===== config.mk =====
export PLATFORM = sky130hd
export DESIGN_NAME = ram_port_arbiter
export DESIGN_NICKNAME = d
export VERILOG_FILES = /design/src/rtl/ram_port_arbiter.sv
export SDC_FILE = /design/constraint.sdc
export NUM_CORES = 1
export LEC_CHECK = 0
export CORE_AREA = 2 2 57 80
export DETAILED_ROUTE_END_ITERATION = 10
export DIE_AREA = 0 0 59 82
export PLACE_DENSITY = 0.82
export SLEW_MARGIN = 5
export SYNTH_ARGS = -nofsm -noshare
export SYNTH_HDL_FRONTEND = slang
export SYNTH_SLANG_ARGS = --single-unit

===== constraint.sdc =====
create_clock -name clk -period 3.4 [get_ports clk]
set_clock_uncertainty 0.15 [all_clocks]
set_input_delay 0.68 -clock clk [delete_from_list [all_inputs] [get_ports clk]]
set_output_delay 0.68 -clock clk [all_outputs]
set_load 0.01 [all_outputs]

===== src/rtl/ram_port_arbiter.sv =====
// Round-robin two-port sequencer for a single-port RAM; one access per 3+RD_LATENCY cycles, GNT one cycle after REQ.
// Backpressure: a losing or late request simply waits (holding its command) until the arbiter returns to IDLE.
module ram_port_arbiter #(
    parameter int ADDR_BITS  = 5,
    parameter int DATA_BITS  = 8,
    parameter int RD_LATENCY = 1
) (
    input  logic                 clk,
    input  logic                 rst_n,
    input  logic                 A_REQ,
    input  logic                 A_WE,
    input  logic [ADDR_BITS-1:0] A_ADDR,
    input  logic [DATA_BITS-1:0] A_WDATA,
    output logic                 A_GNT,
    output logic [DATA_BITS-1:0] A_RDATA,
    output logic                 A_VALID,
    input  logic                 B_REQ,
    input  logic                 B_WE,
    input  logic [ADDR_BITS-1:0] B_ADDR,
    input  logic [DATA_BITS-1:0] B_WDATA,
    output logic                 B_GNT,
    output logic [DATA_BITS-1:0] B_RDATA,
    output logic                 B_VALID,
    output logic [ADDR_BITS-1:0] RAM_ADDR,
    output logic [DATA_BITS-1:0] RAM_DATA_IN,
    output logic                 RAM_WRITE,
    input  logic [DATA_BITS-1:0] RAM_DATA_OUT
);

    typedef enum logic [1:0] {IDLE, ISSUE, WAIT, DONE} state_t;

    localparam int CW = 3;

    state_t                 state_q, state_d;
    logic                   prio_q, prio_d;      // 0 = A preferred, 1 = B preferred
    logic                   owner_q, owner_d;    // 0 = A, 1 = B
    logic                   we_q, we_d;
    logic [CW-1:0]          cnt_q, cnt_d;
    logic                   a_gnt_q, a_gnt_d;
    logic                   b_gnt_q, b_gnt_d;
    logic                   a_vld_q, a_vld_d;
    logic                   b_vld_q, b_vld_d;
    logic [DATA_BITS-1:0]   a_rdata_q, a_rdata_d;
    logic [DATA_BITS-1:0]   b_rdata_q, b_rdata_d;
    logic [ADDR_BITS-1:0]   ram_addr_q, ram_addr_d;
    logic [DATA_BITS-1:0]   ram_din_q, ram_din_d;
    logic                   ram_wr_q, ram_wr_d;
    logic                   win_b;

    always_ff @(posedge clk or negedge rst_n) begin
        if (!rst_n) begin
            state_q    <= IDLE;
            prio_q     <= 1'b0;
            owner_q    <= 1'b0;
            we_q       <= 1'b0;
            cnt_q      <= '0;
            a_gnt_q    <= 1'b0;
            b_gnt_q    <= 1'b0;
            a_vld_q    <= 1'b0;
            b_vld_q    <= 1'b0;
            a_rdata_q  <= '0;
            b_rdata_q  <= '0;
            ram_addr_q <= '0;
            ram_din_q  <= '0;
            ram_wr_q   <= 1'b0;
        end else begin
            state_q    <= state_d;
            prio_q     <= prio_d;
            owner_q    <= owner_d;
            we_q       <= we_d;
            cnt_q      <= cnt_d;
            a_gnt_q    <= a_gnt_d;
            b_gnt_q    <= b_gnt_d;
            a_vld_q    <= a_vld_d;
            b_vld_q    <= b_vld_d;
            a_rdata_q  <= a_rdata_d;
            b_rdata_q  <= b_rdata_d;
            ram_addr_q <= ram_addr_d;
            ram_din_q  <= ram_din_d;
            ram_wr_q   <= ram_wr_d;
        end
    end

    // Outputs are computed one state ahead so every pin comes straight from a flop.
    always_comb begin
        state_d    = state_q;
        prio_d     = prio_q;
        owner_d    = owner_q;
        we_d       = we_q;
        cnt_d      = cnt_q;
        a_gnt_d    = 1'b0;
        b_gnt_d    = 1'b0;
        a_vld_d    = 1'b0;
        b_vld_d    = 1'b0;
        a_rdata_d  = a_rdata_q;
        b_rdata_d  = b_rdata_q;
        ram_addr_d = ram_addr_q;
        ram_din_d  = ram_din_q;
        ram_wr_d   = 1'b0;
        win_b      = B_REQ && (!A_REQ || prio_q);

        case (state_q)
            IDLE: begin
                if (A_REQ || B_REQ) begin
                    owner_d    = win_b;
                    we_d       = win_b ? B_WE : A_WE;
                    ram_addr_d = win_b ? B_ADDR : A_ADDR;
                    ram_din_d  = win_b ? B_WDATA : A_WDATA;
                    ram_wr_d   = win_b ? B_WE : A_WE;
                    a_gnt_d    = !win_b;
                    b_gnt_d    = win_b;
                    state_d    = ISSUE;
                end
            end
            ISSUE: begin
                prio_d  = !owner_q;
                cnt_d   = CW'(RD_LATENCY - 1);
                state_d = WAIT;
            end
            WAIT: begin
                if (cnt_q == '0) begin
                    if (!we_q) begin
                        if (owner_q) b_rdata_d = RAM_DATA_OUT;
                        else         a_rdata_d = RAM_DATA_OUT;
                    end
                    a_vld_d = !owner_q;
                    b_vld_d = owner_q;
                    state_d = DONE;
                end else begin
                    cnt_d = cnt_q - 1'b1;
                end
            end
            DONE: begin
                state_d = IDLE;
            end
            default: begin
                state_d = IDLE;
            end
        endcase
    end

    assign A_GNT       = a_gnt_q;
    assign B_GNT       = b_gnt_q;
    assign A_VALID     = a_vld_q;
    assign B_VALID     = b_vld_q;
    assign A_RDATA     = a_rdata_q;
    assign B_RDATA     = b_rdata_q;
    assign RAM_ADDR    = ram_addr_q;
    assign RAM_DATA_IN = ram_din_q;
    assign RAM_WRITE   = ram_wr_q;

endmodule


Word level (Yosys, flattened, before mapping)

Index checks and enable logic that the tools add are counted.

Add/sub/neg operators: 1
Eq/ne operators: 6
Muxes and demuxes: 18
Bitwise gates (word level): 2
Reduce and logical (&&, ||, !) cells: 14

Operators by type and width:

| kind                                                               | number |
|---|---|
| 1-bit two-way mux                                                  | 11 |
| 8-bit two-way mux                                                  | 1 |
| 2-bit one-hot mux with 4 select lines                              | 1 |
| 4-bit AND reduction                                                | 2 |
| 2-bit != test, second input constant                               | 3 |
| 3-bit one-hot mux with 2 select lines                              | 1 |
| 2-bit AND reduction                                                | 3 |
| 5-bit two-way mux                                                  | 1 |
| 2-bit == test, second input constant                               | 2 |
| 2-bit two-way mux                                                  | 2 |
| 1-bit zero test                                                    | 3 |
| 3-bit zero test                                                    | 1 |
| 3-bit two-way mux                                                  | 1 |
| 3-bit by 1-bit subtractor with 3-bit output, second input constant | 1 |
| 2-bit by 1-bit == test with 1-bit output, second input constant    | 1 |
| 2-bit zero test                                                    | 1 |
| 1-bit logical OR                                                   | 2 |
| 1-bit NOT                                                          | 2 |
| 2-bit nonzero test                                                 | 1 |
| 1-bit logical AND                                                  | 1 |

Flip-flop bits (word level): 42
Input bits: 40
Output and inout port bits: 34

Logic depth before layout (Yosys ltp)

Gate-level depths: netlist of the first run.

Word-level depth: 6
Mapped depth: 6
Mapped depth without buffers: 6

Worst setup path before layout of the first run

No wires, ideal clock.

Path kind: register to register
Start point: register cnt_q[0]
End point: register a_rdata_q[0] (netlist: A_RDATA[0])
Setup time: 125 ps
Arrival: 1,510 ps
Data required time: 3,125 ps
Slack: 1,616 ps
Stages on the path, launching flop included: 7
Buffers on the path: 0
Clock period less this slack: 1,784 ps
Cells stage by stage: dfrtp_1 > inv_1 > ha_1 > ha_1 > nand2_1 > nor3_4 > mux2_2

Word-level cells in the longest chain between the ends: 2

Ends and longest elaborated chain:

| element                              | line | source |
|---|---|---|
| start, declared                      | 38   | `logic [CW-1:0] cnt_q, cnt_d;` |
| start signal, assigned               | 71   | `cnt_q <= cnt_d;` |
| 3-bit zero test                      | 121  | `if (cnt_q == '0) begin` |
| 4-bit AND reduction (no source line) | --   |  |
| end signal, assigned                 | 76   | `a_rdata_q <= a_rdata_d;` |
| end, declared                        | 43   | `logic [DATA_BITS-1:0] a_rdata_q, a_rdata_d;` |

Every way passes these cells.
A chain may end at the register's enable or synchronous reset.

Worst setup path in the final report of the first run

Start point: input B_REQ
End point: register ram_din_q[5] (netlist: RAM_DATA_IN[5])

Word-level cells in the longest chain between the ends: 2

Ends and longest elaborated chain:

| element                                                  | line     | source |
|---|---|---|
| start, declared                                          | 17       | `input logic B_REQ,` |
| 1-bit logical AND or 1-bit logical OR (tied branches)    | 100, 104 |  |
| 8-bit two-way mux or 2-bit AND reduction (tied branches) | --       |  |
| end signal, assigned                                     | 79       | `ram_din_q <= ram_din_d;` |
| end, declared                                            | 46       | `logic [DATA_BITS-1:0] ram_din_q, ram_din_d;` |

Parallel ways exist; a longest one is shown, timed or not.

==> results of run 1 <==
final timing paths:
kind                             endpoint  startpoint
hold reg to reg                A_RDATA[7]  A_RDATA[7]
max in group asynchronous  RAM_DATA_IN[0]       rst_n
hold / removal                 A_RDATA[7]  A_RDATA[7]
min in group asynchronous  RAM_DATA_IN[1]       rst_n
setup / recovery           RAM_DATA_IN[5]       B_REQ
setup reg to reg               A_RDATA[4]    cnt_q[0]
power groups by stage:
stage / clock network [mW] / logic, mW / registers, mW
finish: 0.313 / 1.02 / 0.853
global route: 0.348 / 1.11 / 0.878
CTS: 0.324 / 1.03 / 0.853
detailed placement: 0 / 1.03 / 0.860
global placement: 0 / 1.01 / 0.857
floorplan: 0 / 0.430 / 0.944
cell usage after synthesis (all sizes together):
library cell,count,area [sq um]
clkbuf,4,15.01
o21a,1,7.510
nand2,1,3.750
nor3,1,16.27
o22a,1,8.760
a31oi,14,87.58
nand3,4,20.02
a21oi,16,80.08
mux2,17,191.4
ha,5,62.56
a21o,1,7.510
and3,2,12.51
nor2,17,63.81
o21ai,17,88.84
o31ai,1,7.510
nand4b,1,15.01
inv,6,22.52
dfrtp,42,1051
a21boi,1,7.510
buf,5,32.53
nand2b,5,31.28
and2b,1,7.510
per-stage QoR:
stage / power [mW] / setup WS [ns] / instance area (sq um) / util, %
3_5_place_dp: 1.893 / 0.7035 / 2575 / 62.29
4_1_cts: 2.212 / 1.032 / 2661 / 64.38
5_1_grt: 2.333 / 0.8660 / 2661 / 64.38
6_report: 2.187 / 1.016 / 2661 / 64.38
3_3_place_gp: 1.865 / 0.7856 / 2575 / 62.29
2_1_floorplan: 1.374 / 1.616 / 1841 / -
area by class of cell:
cell class | instances | area, sq um
inverter | 6 | 22.52
tap | 45 | 56.30
clock buffer | 6 | 72.57
fill | 333 | 1473
multi-input combinational | 106 | 719.4
timing repair buffer | 73 | 725.7
sequential | 42 | 1051
clock inverter | 2 | 13.76
routing by layer:
layer / global-route usage (%) / part of all wire (%) / vias up
li1: - / - / 723
met1: 19.49 / 37 / 724
met2: 31.11 / 52 / 71
met3: 5.197 / 8.3 / 4
met4: 8.182 / 1.7 / 0
met5: 0 / 0 / -
state kept, by name, summed over array words and instances, names as in the netlist:
name / count
RAM_ADDR: 5
we_q: 1
cnt_q: 3
B_GNT: 1
RAM_DATA_IN: 8
A_GNT: 1
B_VALID: 1
A_VALID: 1
state_q: 2
B_RDATA: 8
A_RDATA: 8
owner_q: 1
prio_q: 1
RAM_WRITE: 1
kinds of logic (layout without fill, tap and decap cells):
logic type | Yosys count | after routing | synth area share (%)
simple gates | 32 | 32 | 9.245
buf+inv | 15 | 87 | 3.807
flops | 42 | 42 | 57.10
compound gates | 52 | 52 | 16.04
fa+ha+maj | 5 | 5 | 3.399
mux | 17 | 17 | 10.40
critical path, cell delays in order:
cell	delay (ns)
clkdlybuf4s50_1	0.77
o21ai_2	0.71
a31oi_1	0.10
a21oi_1	0.18
==> run_results.csv, run 1 <==
group,metric,value,unit
clock_tree,cts_setup_buffers,0,
status,status,"finished clean",
sta,min_period,2.384,ns
sta,slew_viol_final,0,
sta,fin_hold_ws,0.3455,ns
sta,hold_violations,0,
final_layout,drive_gt1_share,11.49,%
logic_synthesis,avgSynthCellArea,11.29,sq um
die,chipHeight,82,um
place,gp_congestion,0.7817,
die,initial_core_util,44.52,%
clock_tree,clk_pin_slew,0.08,ns
sta,fmax,419.4,MHz
clock_tree,cts_sinks,42,
clock_tree,cts_buffers,5,
power,p_comb_share,46.7,%
power,clkPwrFrac,14.3,%
global_routing,grt_pass1_wl,6354,um
critical_path,cp-start-kind,"primary input",
route,drc,0,
flow_run,drv_cap,0,
critical_path,worst-path-max-fanout,20,
power,seq_power_share,39.0,%
place,detailed_place_hpwl,2879,um
global_routing,grt_overflow,0,
power,p_per_area,821.8,nW/um^2
critical_path,required,3.47,ns
logic_synthesis,synth_warnings,0,
critical_path,cp.arrival,2.46,ns
power,internal-power,1.458,mW
final_layout,n_antenna_cell,0,
clock_tree,cts_tree,"yes",
critical_path,critPathKind,"primary input to flip-flop",
logic_synthesis,syn-num-nets,208,
sta,worst_slew_pin_slew,0.9038,ns
logic_synthesis,ys_seq_elements,42,
logic_synthesis,syn_area,1841,sq um
hold_path,hold_depth,1,
route,vias,1522,
global_routing,grt_usage,17.77,%
die,coreArea,4134,sq um
global_routing,grt_pass1_vias,1432,
clock_tree,htreeDepth,2,
power,leakage,1.118,nW
power,p_sw_share,33.32,%
clock_tree,insertion_delay,0.29,ns
final_layout,final_nets,279,
route,drtIter0Drc,60,
power,ir_drop,0.0004099,V
route,dr.pass1.iters,4,
clock_tree,clockBufferDepth,2,
critical_path,regToRegSetupSlack,1.39,ns
critical_path,rr_worst_depth,6,
final_layout,mostFrequentLayoutCell,"clkdlybuf4s50_1",
power,total_switching_power,728.7,uW
logic_synthesis,ys_seq_area_share,57.10,%
place,placedCellCount,272,
die,die_x,59,um
final_layout,syn2layout_area_growth,44.60,%
hold_path,hold_class,"flip-flop to flip-flop",
clock_tree,hold_buffers,0,
sta,relSlewSlack,39.75,%
final_layout,final_cells,280,
final_layout,layout_common_cells,"72 x clkdlybuf4s50_1, 42 x dfrtp_1, 17 x nor2_1",
place,numPortBuffers,73,
critical_path,end_kind,"flip-flop",
sta,rsz0062_at_grt,"no",
global_routing,antenna_found_initial,0,
route,vias_per_cell,5.436,
route,post_drt_wl_per_cell,14.46,um
die,rows,28,
logic_synthesis,syn-instance-count,163,
sta,tns,0,ns
route,antenna_left,0,
clock_tree,cts_root_buffer,"clkbuf_8",
die,die_area,4838,sq um
route,drt_wl_total,4050,um
global_routing,grt_start_max_net_pins,43,
sta,setup_viol,0,
die,io_pins,74,
sta,fin_crit_sh,70.13,%
logic_synthesis,yosysUniqueCellTypes,25,
clock_tree,cts_resized,0,
(Power assumes the default switching activity.)
==> inputs of run 2 (changes only) <==
Settings changed: CORE_AREA 2 2 57 80 to 2 2 59 83, DIE_AREA 0 0 59 82 to 0 0 61 85, PLACE_DENSITY 0.82 to 0.77.
Clock period 3.4 ns to 2.5 ns, I/O delays scaled along.
==> run 2 against run 1 <==
Compared with the run above: power up 38%; hold slack worse by 0.0027 ns; register-to-register slack worse by 0.87 ns; design area up 2.9%; sequential power up 36%; count of clock-buffer cells in the layout unchanged; critical path type is now flip-flop to flip-flop; largest cell class unchanged; largest power group unchanged.
==> run_results.csv, run 2 (synthesis gave the netlist of run 1 again) <==
group,metric,value,unit
global_routing,grt_pass1_vias,1547,
clock_tree,cts_buffers,5,
die,io_pins,74,
sta,worst_slack,0.5163,ns
final_layout,final_nets,285,
die,coreArea,4463,sq um
route,top_layer_used,"met4",
final_layout,fillCellCount,386,
clock_tree,cts_root_buffer,"clkbuf_8",
sta,slew_viol_final,0,
place,gp_congestion,0.7253,
global_routing,grt_start_max_net_pins,21,
route,vias_per_cell,5.050,
final_layout,multi_input_area,719.4,sq um
critical_path,worst-path-max-fanout,8,
critical_path,r2r-start,"cnt_q[0]",
clock_tree,clk_pin_slew,0.08,ns
place,numPortBuffers,73,
sta,tns,0,ns
die,rows,29,
power,leakage,1.147,nW
route,drc,0,
global_routing,grt_overflow,0,
critical_path,critPathLaunch,"cnt_q[0]",
critical_path,critPathKind,"flip-flop to flip-flop",
place,detailed_place_hpwl,3180,um
route,drtIter0Drc,51,
critical_path,cp.arrival,2.02,ns
clock_tree,cts_tree,"yes",
critical_path,regToRegSetupSlack,0.52,ns
sta,worst_slew_pin_slew,0.5305,ns
route,route.met2.wl,2193,um
sta,rsz0062_at_grt,"no",
route,dr.pass1.iters,4,
final_layout,register_area,1051,sq um
sta,fin_crit_sh,79.35,%
die,initial_core_util,41.24,%
global_routing,grt_usage,18.70,%
clock_tree,insertion_delay,0.29,ns
clock_tree,clockBufferDepth,2,
final_layout,n_antenna_cell,0,
clock_tree,cts_sinks,42,
place,pre_cts_ws,0.3652,ns
critical_path,worstReg2RegEnd,"A_RDATA[3]",
route,wl_met1,1683,um
route,drt_wl_total,4232,um
sta,relSlewSlack,64.63,%
clock_tree,cts_resized,0,
die,die_area,5185,sq um
final_layout,drive_gt1_share,13.69,%
hold_path,hold_class,"flip-flop to flip-flop",
global_routing,grt_pass1_wl,7141,um
status,status,"finished clean",
sta,min_period,1.984,ns
flow_run,drv_cap,0,
power,ir_drop,0.0005039,V
sta,fmax,504.1,MHz
sta,setup_viol,0,
die,chipHeight,85,um
sta,hold_violations,0,
die,die_x,61,um
critical_path,endpoint,"A_RDATA[3]",
route,wl_met3,235,um
final_layout,layout_common_cells,"72 x clkdlybuf4s50_1, 42 x dfrtp_1, 17 x nor2_1",
route,antenna_left,0,
critical_path,cp-start-kind,"flip-flop",
power,p_per_area,1103,nW/um^2
route,vias,1530,
global_routing,antenna_found_initial,0,
critical_path,end_kind,"flip-flop",
clock_tree,htreeDepth,2,
critical_path,rr_worst_depth,6,
final_layout,syn2layout_area_growth,48.81,%
route,post_drt_wl_per_cell,13.97,um
final_layout,mostFrequentLayoutCell,"clkdlybuf4s50_1",
critical_path,required,2.54,ns
[run 2: changes by cell type in the layout (fill, tap and decap cells not counted)]
cell           before  now
buf_4               0    5
clkbuf_1            1    0
clkbuf_8            5    6
clkinv_4            1    0
clkinvlp_4          0    1
dlygate4sd3_1       0    1
[run 2: critical path: stages, from the launching register on]
cell and delay [ns]:
dfrtp_1 0.39, inv_1 0.06, ha_1 0.14, ha_1 0.24, nand2_1 0.13, nor3_4 0.37, mux2_2 0.39
[run 2: what timing repair did]
item / in CTS / in global routing
hold buffers: 1 / 0
setup buffers: 0 / 0
hold endpoints to repair: 4 / 0
[run 2: cell type report]
class / count / share of cell area [%]
multi-input combinational: 106 / 26.27
sequential: 42 / 38.37
clock inverter: 2 / 0.4568
clock buffer: 6 / 3.015
timing repair buffer: 79 / 28.23
inverter: 6 / 0.8223
tap: 62 / 2.832
[run 2: how the worst min path moves through the flow]
| stage | to | startpoint | depth (start not counted) | slack, ns |
|---|---|---|---|---|
| after floorplan | A_GNT | rst_n | 0 | 0.05 |
| after global placement | state_q[1] | rst_n | 1 | 0.18 |
| after detailed placement | cnt_q[0] | rst_n | 1 | 0.18 |
| after CTS | cnt_q[0] | cnt_q[0] | 1 | 0.35 |
| after global routing | B_RDATA[4] | B_RDATA[4] | 1 | 0.37 |
| final | cnt_q[0] | cnt_q[0] | 1 | 0.34 |
[run 2: metal layers]
metal,track usage (%),vias to the layer above
met1,20.93,736
met4,9.486,0
met2,31.38,54
met5,0,-
met3,5.183,10
li1,-,730
[run 2: stage by stage]
step	area, sq um	utilization (%)	total power [mW]	cells	hold WS, ns
finish	2739	61.37	3.021	303	0.3428
global route	2739	61.37	3.236	303	0.3733
global placement	2634	59.01	2.562	294	0.1792
CTS	2739	61.37	3.057	303	0.3536
floorplan	1841	-	1.868	163	0.05441
detailed placement	2634	59.01	2.599	294	0.1787
[run 2: power breakdown]
part | internal (mW) | total [mW] | switching, mW
clock network | 0.222 | 0.455 | 0.233
logic | 0.816 | 1.40 | 0.589
registers | 0.987 | 1.16 | 0.175
==> inputs of run 3 (changes only) <==
Settings changed: CORE_AREA 2 2 59 83 to 2 2 62 87, DIE_AREA 0 0 61 85 to 0 0 64 89, PLACE_DENSITY 0.77 to 0.74.
Clock period 2.5 ns to 1.7 ns, I/O delays scaled along.
==> run 3 against run 2 <==
Compared with the run above: the run now ends with setup timing left; design area grew 12%; maximum frequency grew 14%; power grew 58%; global-route usage shrank 2.6 points; critical path type unchanged; worst setup slack lost 0.56 ns; clock power grew 72%; critical path depth is the same; sequential cell count is the same.
==> run_results.csv, run 3 (synthesis gave the netlist of run 1 again) <==
group,metric,value,unit
status,status,"finished, violations left",
status,violations,"setup timing",
final_layout,final_util,63.33,%
die,chipHeight,89,um
critical_path,worst-path-max-fanout,4,
die,die_area,5696,sq um
die,io_pins,74,
sta,worst_slack,-0.03895,ns
critical_path,required,1.73,ns
final_layout,syn2layout_area_growth,66.62,%
sta,worst_slew_pin_slew,0.4706,ns
die,initial_core_util,38.01,%
route,drc,0,
critical_path,cp.arrival,1.77,ns
final_layout,drive_gt1_share,21.71,%
sta,fin_crit_sh,102.3,%
critical_path,cp_slowest_cell,"dfrtp_1",
power,internal-power,3.227,mW
clock_tree,cts_buffers,5,
critical_path,cp-start-kind,"flip-flop",
sta,slew_viol_final,0,
sta,rsz0062_at_grt,"yes",
critical_path,end_kind,"flip-flop",
sta,relSlewSlack,68.63,%
sta,fin_hold_ws,0.3513,ns
sta,setup_viol,9,
critical_path,crit_cells,6,
power,total_switching_power,1.551,mW
critical_path,crit_chain,"inv_1 -> ha_2 -> ha_4 -> nand2b_1 -> a21boi_2 -> mux2_2",
global_routing,grt_overflow,0,
critical_path,rr_worst_depth,6,
power,p_comb_share,48.0,%
flow_run,drv_cap,0,
clock_tree,cts_root_buffer,"clkbuf_8",
route,drtIter0Drc,33,
global_routing,grt_start_max_net_pins,25,
critical_path,critPathKind,"flip-flop to flip-flop",
critical_path,worstReg2RegEnd,"state_q[1]",
route,dr.pass1.iters,4,
critical_path,path_buf_inv,1,
global_routing,grt_usage,16.13,%
power,seq_power_share,35.7,%
sta,fmax,575.1,MHz
critical_path,slowest_delay,0.39,ns
critical_path,endpoint,"state_q[1]",
route,vias_per_cell,5.003,
route,vias,1611,
die,die_x,64,um
place,gp_congestion,0.7334,
clock_tree,clk_pin_slew,0.08,ns
power,clkPwrFrac,16.4,%
hold_path,hold_class,"flip-flop to flip-flop",
sta,min_period,1.739,ns
power,p_sw_share,32.46,%
final_layout,mostFrequentLayoutCell,"dfrtp_1",
critical_path,crit_family,"flip-flops",
clock_tree,cts_tree,"yes",
place,pre_cts_ws,-0.1105,ns
route,post_drt_wl_per_cell,14.38,um
final_layout,n_antenna_cell,0,
route,drt_wl_total,4629,um
power,p_per_area,1558,nW/um^2
critical_path,r2r-start,"cnt_q[1]",
global_routing,grt_pass1_wl,7093,um
clock_tree,htreeDepth,2,
power,leakage,1.550,nW
clock_tree,cts_sinks,42,
power,power.total,4.778,mW
power,ir_drop,0.0009287,V
clock_tree,insertion_delay,0.29,ns
sta,hold_violations,0,
critical_path,critPathLaunch,"cnt_q[1]",
global_routing,antenna_found_initial,0,
clock_tree,clockBufferDepth,2,
die,coreArea,4842,sq um
final_layout,layout_common_cells,"42 x dfrtp_1, 41 x clkdlybuf4s50_1, 27 x dlymetal6s2s_1, 18 x buf_4, 17 x nor2_1",
route,antenna_left,0,
place,detailed_place_hpwl,3404,um
place,numPortBuffers,73,
global_routing,grt_pass1_vias,1579,
critical_path,regToRegSetupSlack,-0.04,ns
die,rows,30,
final_layout,final_nets,302,
==> run 3: changes by cell type in the layout (fill, tap and decap cells not counted), moves of 2 or more <==
cell,delta
buf_12,+4
buf_4,+13
clkdlybuf4s50_1,-31
dlygate4sd2_1,+4
dlymetal6s2s_1,+27
ha_1,-3
ha_2,+2
mux2_2,-7
mux2_4,+8
==> run 3: worst min path at each step <==
stage | start | to | slack (ns) | cells past startpoint
after global routing | A_RDATA[4] | A_RDATA[4] | 0.37 | 1
after global placement | rst_n | RAM_DATA_IN[1] | 0.17 | 1
after detailed placement | rst_n | RAM_DATA_IN[1] | 0.18 | 1
after floorplan | rst_n | A_GNT | -0.11 | 0
final | B_RDATA[6] | B_RDATA[6] | 0.35 | 1
after CTS | A_RDATA[7] | A_RDATA[7] | 0.35 | 1
==> run 3: layout make-up <==
cell class | count | area (sq um)
Fill cell | 392 | 1775
Sequential cell | 42 | 1051
Timing Repair Buffer | 96 | 1013
Inverter | 6 | 22.52
Multi-Input combinational cell | 106 | 787.0
Clock inverter | 3 | 43.79
Clock buffer | 5 | 68.82
Tap cell | 64 | 80.08
==> run 3: layer usage <==
layer	GRT usage, %	vias up	part of all wire [%]
met5	0	-	0
met2	30.78	53	55
li1	-	772	-
met1	17.10	782	39
met3	3.526	4	4.9
met4	6.522	0	1.5
==> run 3: repair_timing <==
action,in CTS,in global routing
endpoints found under the setup margin,21,44
gates resized for setup,7,35
pin swaps,0,1
gates cloned,0,0
hold buffers,1,0
hold endpoints to repair,18,0
buffers inserted,0,2
==> run 3: metrics by stage <==
stage          instance area [sq um]  TNS, ns  std cells
2_1_floorplan                   1863  -0.1876        163
3_3_place_gp                    2821  -0.9626        311
3_5_place_dp                    2821   -1.539        311
4_1_cts                         2950  -0.5163        320
5_1_grt                         3067  -0.7116        322
6_report                        3067  -0.3138        322
==> run 3: power by group through the flow <==
| stage | Combinational, mW | Sequential (mW) | Clock, mW |
|---|---|---|---|
| floorplan | 0.876 | 1.89 | 0 |
| global placement | 2.28 | 1.71 | 0 |
| detailed placement | 2.32 | 1.72 | 0 |
| CTS | 2.31 | 1.71 | 0.808 |
| global route | 2.48 | 1.78 | 0.854 |
| finish | 2.29 | 1.71 | 0.782 |
==> patch 1, RTL diff (flow settings as in run 3) <==
The 4 states of `state_t` get a one-hot encoding in 4 bits.
--- a/src/rtl/ram_port_arbiter.sv
+++ b/src/rtl/ram_port_arbiter.sv
@@ -28,5 +28,5 @@
 );
 
-    typedef enum logic [1:0] {IDLE, ISSUE, WAIT, DONE} state_t;
+    typedef enum logic [3:0] {IDLE = 4'b0001, ISSUE = 4'b0010, WAIT = 4'b0100, DONE = 4'b1000} state_t;
 
     localparam int CW = 3;
Formal check against the unedited RTL: no difference found for any inputs over 10 cycles, from zero or initial values and one cycle with rst_n low; not proved beyond that.
==> patch 1 against run 3 <==
  * The run still ends with negative setup slack left
  * Synthesized cell count decreased by 8.0%
  * Critical path depth increased by 1
  * Routed wire length increased by 19%
  * Setup slack got worse by 0.23 ns
  * Sequential cell count increased by 2
  * Power increased by 2.3%
  * Worst hold slack improved by 0.0054 ns
  * Design area increased by 3.4%
  * Combinational power increased by 7%
  * Sequential power increased by 3%
  * Utilization increased by 2.1 points
  * Global-route usage increased by 3.5 points
  * Synthesized area increased by 5.8%
  * Critical endpoint is now B_RDATA[5]
  * Largest power group unchanged
  * Highest routed layer unchanged
==> patch 1: results (changes against run 3) <==
| Metric | Value |
|---|---|
| Status | `finished with violations` |
| Failing checks | `negative setup slack` |
| Post-synthesis mux area share | `9.83% (-0.57 points)` |
| Register area share after synthesis | `56.6% (-0.48 points)` |
| Number of DRC markers in iteration 0 | `93 (+180%)` |
| Post-Syn Area per Cell | `13.0 sq um (+15%)` |
| Synth top cells by count | `dfrtp_1, a2bb2oi_1, mux2_2` |
| Placer congestion estimate | `0.806 (+9.9%)` |
| Compound-Gate Fraction of Synth Area | `17.9% (+1.9 points)` |
| CP Capture Point | `B_RDATA[5]` |
| Int Pwr | `0.00322 W (-0.21%)` |
| Fin Hold WS | `0.357 ns (+0.00537 ns)` |
| Worst VDD drop | `0.000809 V (-13%)` |
| Placed cell count | `296 (-4.8%)` |
| Total GRT Usage | `19.6% (+3.5 points)` |
| Pleak | `1.49 nW (-3.9%)` |
| Family with the most delay on the worst path | `simple AND/OR/NAND/NOR gates` |
| WL final | `5510 um (+19%)` |
| Netlist cell types | `28 (+12%)` |
| Layout cell share with drive strength beyond 1 | `28.1% (+6.4 points)` |
| Crit path capture type | `register` |
| Largest net degree at the start of global routing | `26 (+4.0%)` |
| Fillcell total | `368 (-6.1%)` |
| Setup TNS Final | `-3.88 ns (-3.57 ns)` |
| NetSw | `0.00167 W (+7.5%)` |
| Prevailing post-synth register cell | `dfrtp_1` |
| NumNets Final | `290 (-4.0%)` |
| Area post-placement | `2890 sq um (+2.4%)` |
| Total number of vias | `1627 (+0.99%)` |
| Post-DP HPWL | `3590 um (+5.6%)` |
| Clock power share | `14.2% (-2.2 points)` |
| Final WS setup | `-0.265 ns (-0.226 ns)` |
| Relative slew slack | `66.0% (-2.6 points)` |
| First-pass GRT wire length | `8470 um (+19%)` |
| Critical Path AT | `2.00 ns (+0.23 ns)` |
| CP max FO | `8 (+4)` |
| Comb. pwr | `0.00244 W (+7%)` |
| H-tree depth | `2 (unchanged)` |
| Final cell count without fillers | `313 (-2.8%)` |
| Synth top area cells | `dfrtp_1, mux2_2, a2bb2oi_1` |
| Syn Nets | `192 (-7.7%)` |
| Post-Place Worst Slack | `-0.277 ns (-0.166 ns)` |
| R2R cell count | `7 (+1)` |
| GRT overflow | `0 (unchanged)` |
| Critical path startpoint | `cnt_q[0]` |
| Final setup viols | `28 (+19)` |
| Design area | `3170 sq um (+3.4%)` |
| Post-Synth Adder-Cell Area | `1.29% (-2.1 points)` |
patch 1: cell count changes after synthesis, moves of 5 or more:
| cell | change |
|---|---|
| a2bb2oi_1 | +17 |
| a31oi_1 | -14 |
| o21ai_0 | -13 |
| o32ai_1 | +14 |
| a21oi_1 | -14 |
| nand2b_1 | -5 |
| nor2_1 | -9 |
patch 1: layout make-up:
type / instances / share of cell area, %
Sequential cell: 44 / 34.8
Timing Repair Buffer: 102 / 31.6
Multi-Input combinational cell: 86 / 27.0
Clock buffer: 6 / 2.60
Tap cell: 64 / 2.53
Inverter: 9 / 1.07
Clock inverter: 2 / 0.474
patch 1: layer usage:
| metal | vias up | routed length [um] | GRT usage (%) |
|---|---|---|---|
| met2 | 40 | 3010 | 33.0 |
| li1 | 762 | - | - |
| met4 | 0 | 114 | 8.10 |
| met1 | 815 | 2230 | 25.2 |
| met3 | 10 | 153 | 3.40 |
| met5 | - | 0 | 0 |
patch 1: timing repair:
item,CTS,global route
setup buffers,1,6
gates resized for setup,28,23
pin swaps,7,0
endpoints found under the setup margin,34,53
hold buffers,1,0
hold endpoints to repair,18,0
cloned,0,1
patch 1: how the worst min path moves through the flow:
stage	end	from
6_report	A_RDATA[4]	A_RDATA[4]
5_1_grt	A_RDATA[0]	A_RDATA[0]
4_1_cts	A_VALID	owner_q
3_5_place_dp	A_RDATA[1]	rst_n
3_3_place_gp	A_RDATA[1]	rst_n
2_1_floorplan	A_GNT	rst_n
patch 1: kinds of logic after synthesis:
group | after synthesis
AOI/OAI and AO/OA | 42
adders and majority gates | 2
buffers and inverters | 20
DFF | 44
muxes | 17
and+or+nand+nor | 25
==> patch 2, RTL diff (config.mk and constraints of run 3) <==
Without the edit above. Set the parameter `DATA_BITS` to 9 (it was 8).
--- a/src/rtl/ram_port_arbiter.sv
+++ b/src/rtl/ram_port_arbiter.sv
@@ -3,5 +3,5 @@
 module ram_port_arbiter #(
     parameter int ADDR_BITS  = 5,
-    parameter int DATA_BITS  = 8,
+    parameter int DATA_BITS  = 9,
     parameter int RD_LATENCY = 1
 ) (
Interface: changed (6 resized); port bits go from 74 to 80. The function was not compared with the original's and may differ.
==> patch 2 against run 3 <==
  * The run still ends with negative setup slack left
  * Utilization increased by 4.2 points
  * Sequential cell count is 3 higher
  * Design area is 6.7% higher
  * Power increased by 7.3%
  * Routed wire length increased by 7.2%
  * Setup slack worse by 0.013 ns
  * Synthesized area rose by 6.3%
  * Critical path type unchanged
  * Critical endpoint is now A_RDATA[5]
  * Highest routed layer unchanged
==> patch 2: results (changes against run 3) <==
| Metric | Value |
|---|---|
| Status | `finished with violations` |
| Failing checks | `negative setup slack` |
| DR WL/cell | `14.6 um (+1.8%)` |
| DRT met1 WL | `1850 um (+3.1%)` |
| H-tree depth | `2 (unchanged)` |
| Setup TNS Final | `-0.320 ns (-0.00650 ns)` |
| Synth Area in XOR/XNOR | `0% (unchanged)` |
| Met1 usage | `19.2% (+2.1 points)` |
| Number of DRC markers in iteration 0 | `47 (+42%)` |
| Critical R2R Capture | `A_RDATA[5]` |
| First-pass GRT wire length | `7640 um (+7.7%)` |
| Largest net degree at the start of global routing | `46 (+84%)` |
| Grt met2 use | `31.7% (+0.95 points)` |
| Pwr dens | `1570 nW/um^2 (+0.54%)` |
| Crit path kind | `reg -> reg` |
| Synth top area cells | `dfrtp_1, mux2_2, a31oi_1` |
| Met3 WL | `281 um (+23%)` |
| Crit-path slowest cell | `dfrtp_1` |
| Pleak | `1.62 nW (+4.3%)` |
| Fin Hold WS | `0.345 ns (-0.00612 ns)` |
| Worst-Skew Late Latency | `0.29 ns (about the same)` |
| Avg Vias per Cell | `4.94 (-1.2%)` |
| Hold Crit Class | `reg -> reg` |
| Area post-placement | `3030 sq um (+7.4%)` |
| Length of routed met2 wiring | `2690 um (+6.1%)` |
| Post-Synth Adder-Cell Area | `3.20% (-0.20 points)` |
| Final cell count without fillers | `339 (+5.3%)` |
| Syn Nets | `220 (+5.8%)` |
| Port bufs | `79 (+8.2%)` |
| CP max FO | `9 (+5)` |
| Vias in the first global route | `1652 (+4.6%)` |
| Grt met3 use | `3.90% (+0.38 points)` |
| Worst VDD drop | `0.000758 V (-18%)` |
| Post-synthesis mux area share | `10.9% (+0.54 points)` |
| Total GRT Usage | `17.4% (+1.3 points)` |
| Critical path startpoint | `cnt_q[0]` |
| NumNets Final | `322 (+6.6%)` |
| Top sig layer | `met4` |
| Placer congestion estimate | `0.719 (-2.0%)` |
| Layout cell share with drive strength beyond 1 | `21.5% (-0.25 points)` |
| Clock group | `0.000845 W (+8.1%)` |
| Compound-Gate Fraction of Synth Area | `15.9% (-0.11 points)` |
| Critical Path AT | `1.79 ns (+0.02 ns)` |
| Placed cell count | `328 (+5.5%)` |
| Final WS setup | `-0.0516 ns (-0.0127 ns)` |
| Worst Tran Pin Value | `0.371 ns (-0.0999 ns)` |
| Final setup viols | `10 (+1)` |
| Register area share after synthesis | `57.6% (+0.48 points)` |
| Worst-path clk slew | `0.09 ns` |
| Synth top cells by count | `dfrtp_1, nor2_1, a21oi_1, mux2_2, o21ai_0` |
| Post-Place Worst Slack | `-0.134 ns (-0.0232 ns)` |
| Post-DP HPWL | `3370 um (-0.88%)` |
| Int Pwr | `0.00345 W (+6.9%)` |
| Initial antenna violation count | `0 (unchanged)` |
| Post-Syn Area per Cell | `11.4 sq um (+0.69%)` |
| R2R cell count | `7 (+1)` |
==> patch 2: worst min path at each step <==
stage	start	end	depth (start not counted)
after CTS	A_RDATA[8]	A_RDATA[8]	1
after detailed placement	rst_n	RAM_DATA_IN[3]	2
final	A_RDATA[8]	A_RDATA[8]	1
after global placement	rst_n	RAM_DATA_IN[0]	2
after global routing	A_RDATA[3]	A_RDATA[3]	1
after floorplan	rst_n	A_GNT	0
==> patch 2: area by class of cell <==
cell class | instances | area, sq um
fillers | 352 | 1570
flip-flops and latches | 45 | 1130
repair buffers | 103 | 1090
multi-input cells | 113 | 837
clock buffers | 6 | 82.6
well taps | 64 | 80.1
clock inverters | 2 | 37.5
inverters | 6 | 22.5
==> patch 2: repair_timing <==
item,CTS,global route
cloned,0,1
gates resized for setup,8,32
setup endpoints to repair,26,43
buffers inserted,0,1
endpoints found under the hold margin,45,0
hold buffers,1,0
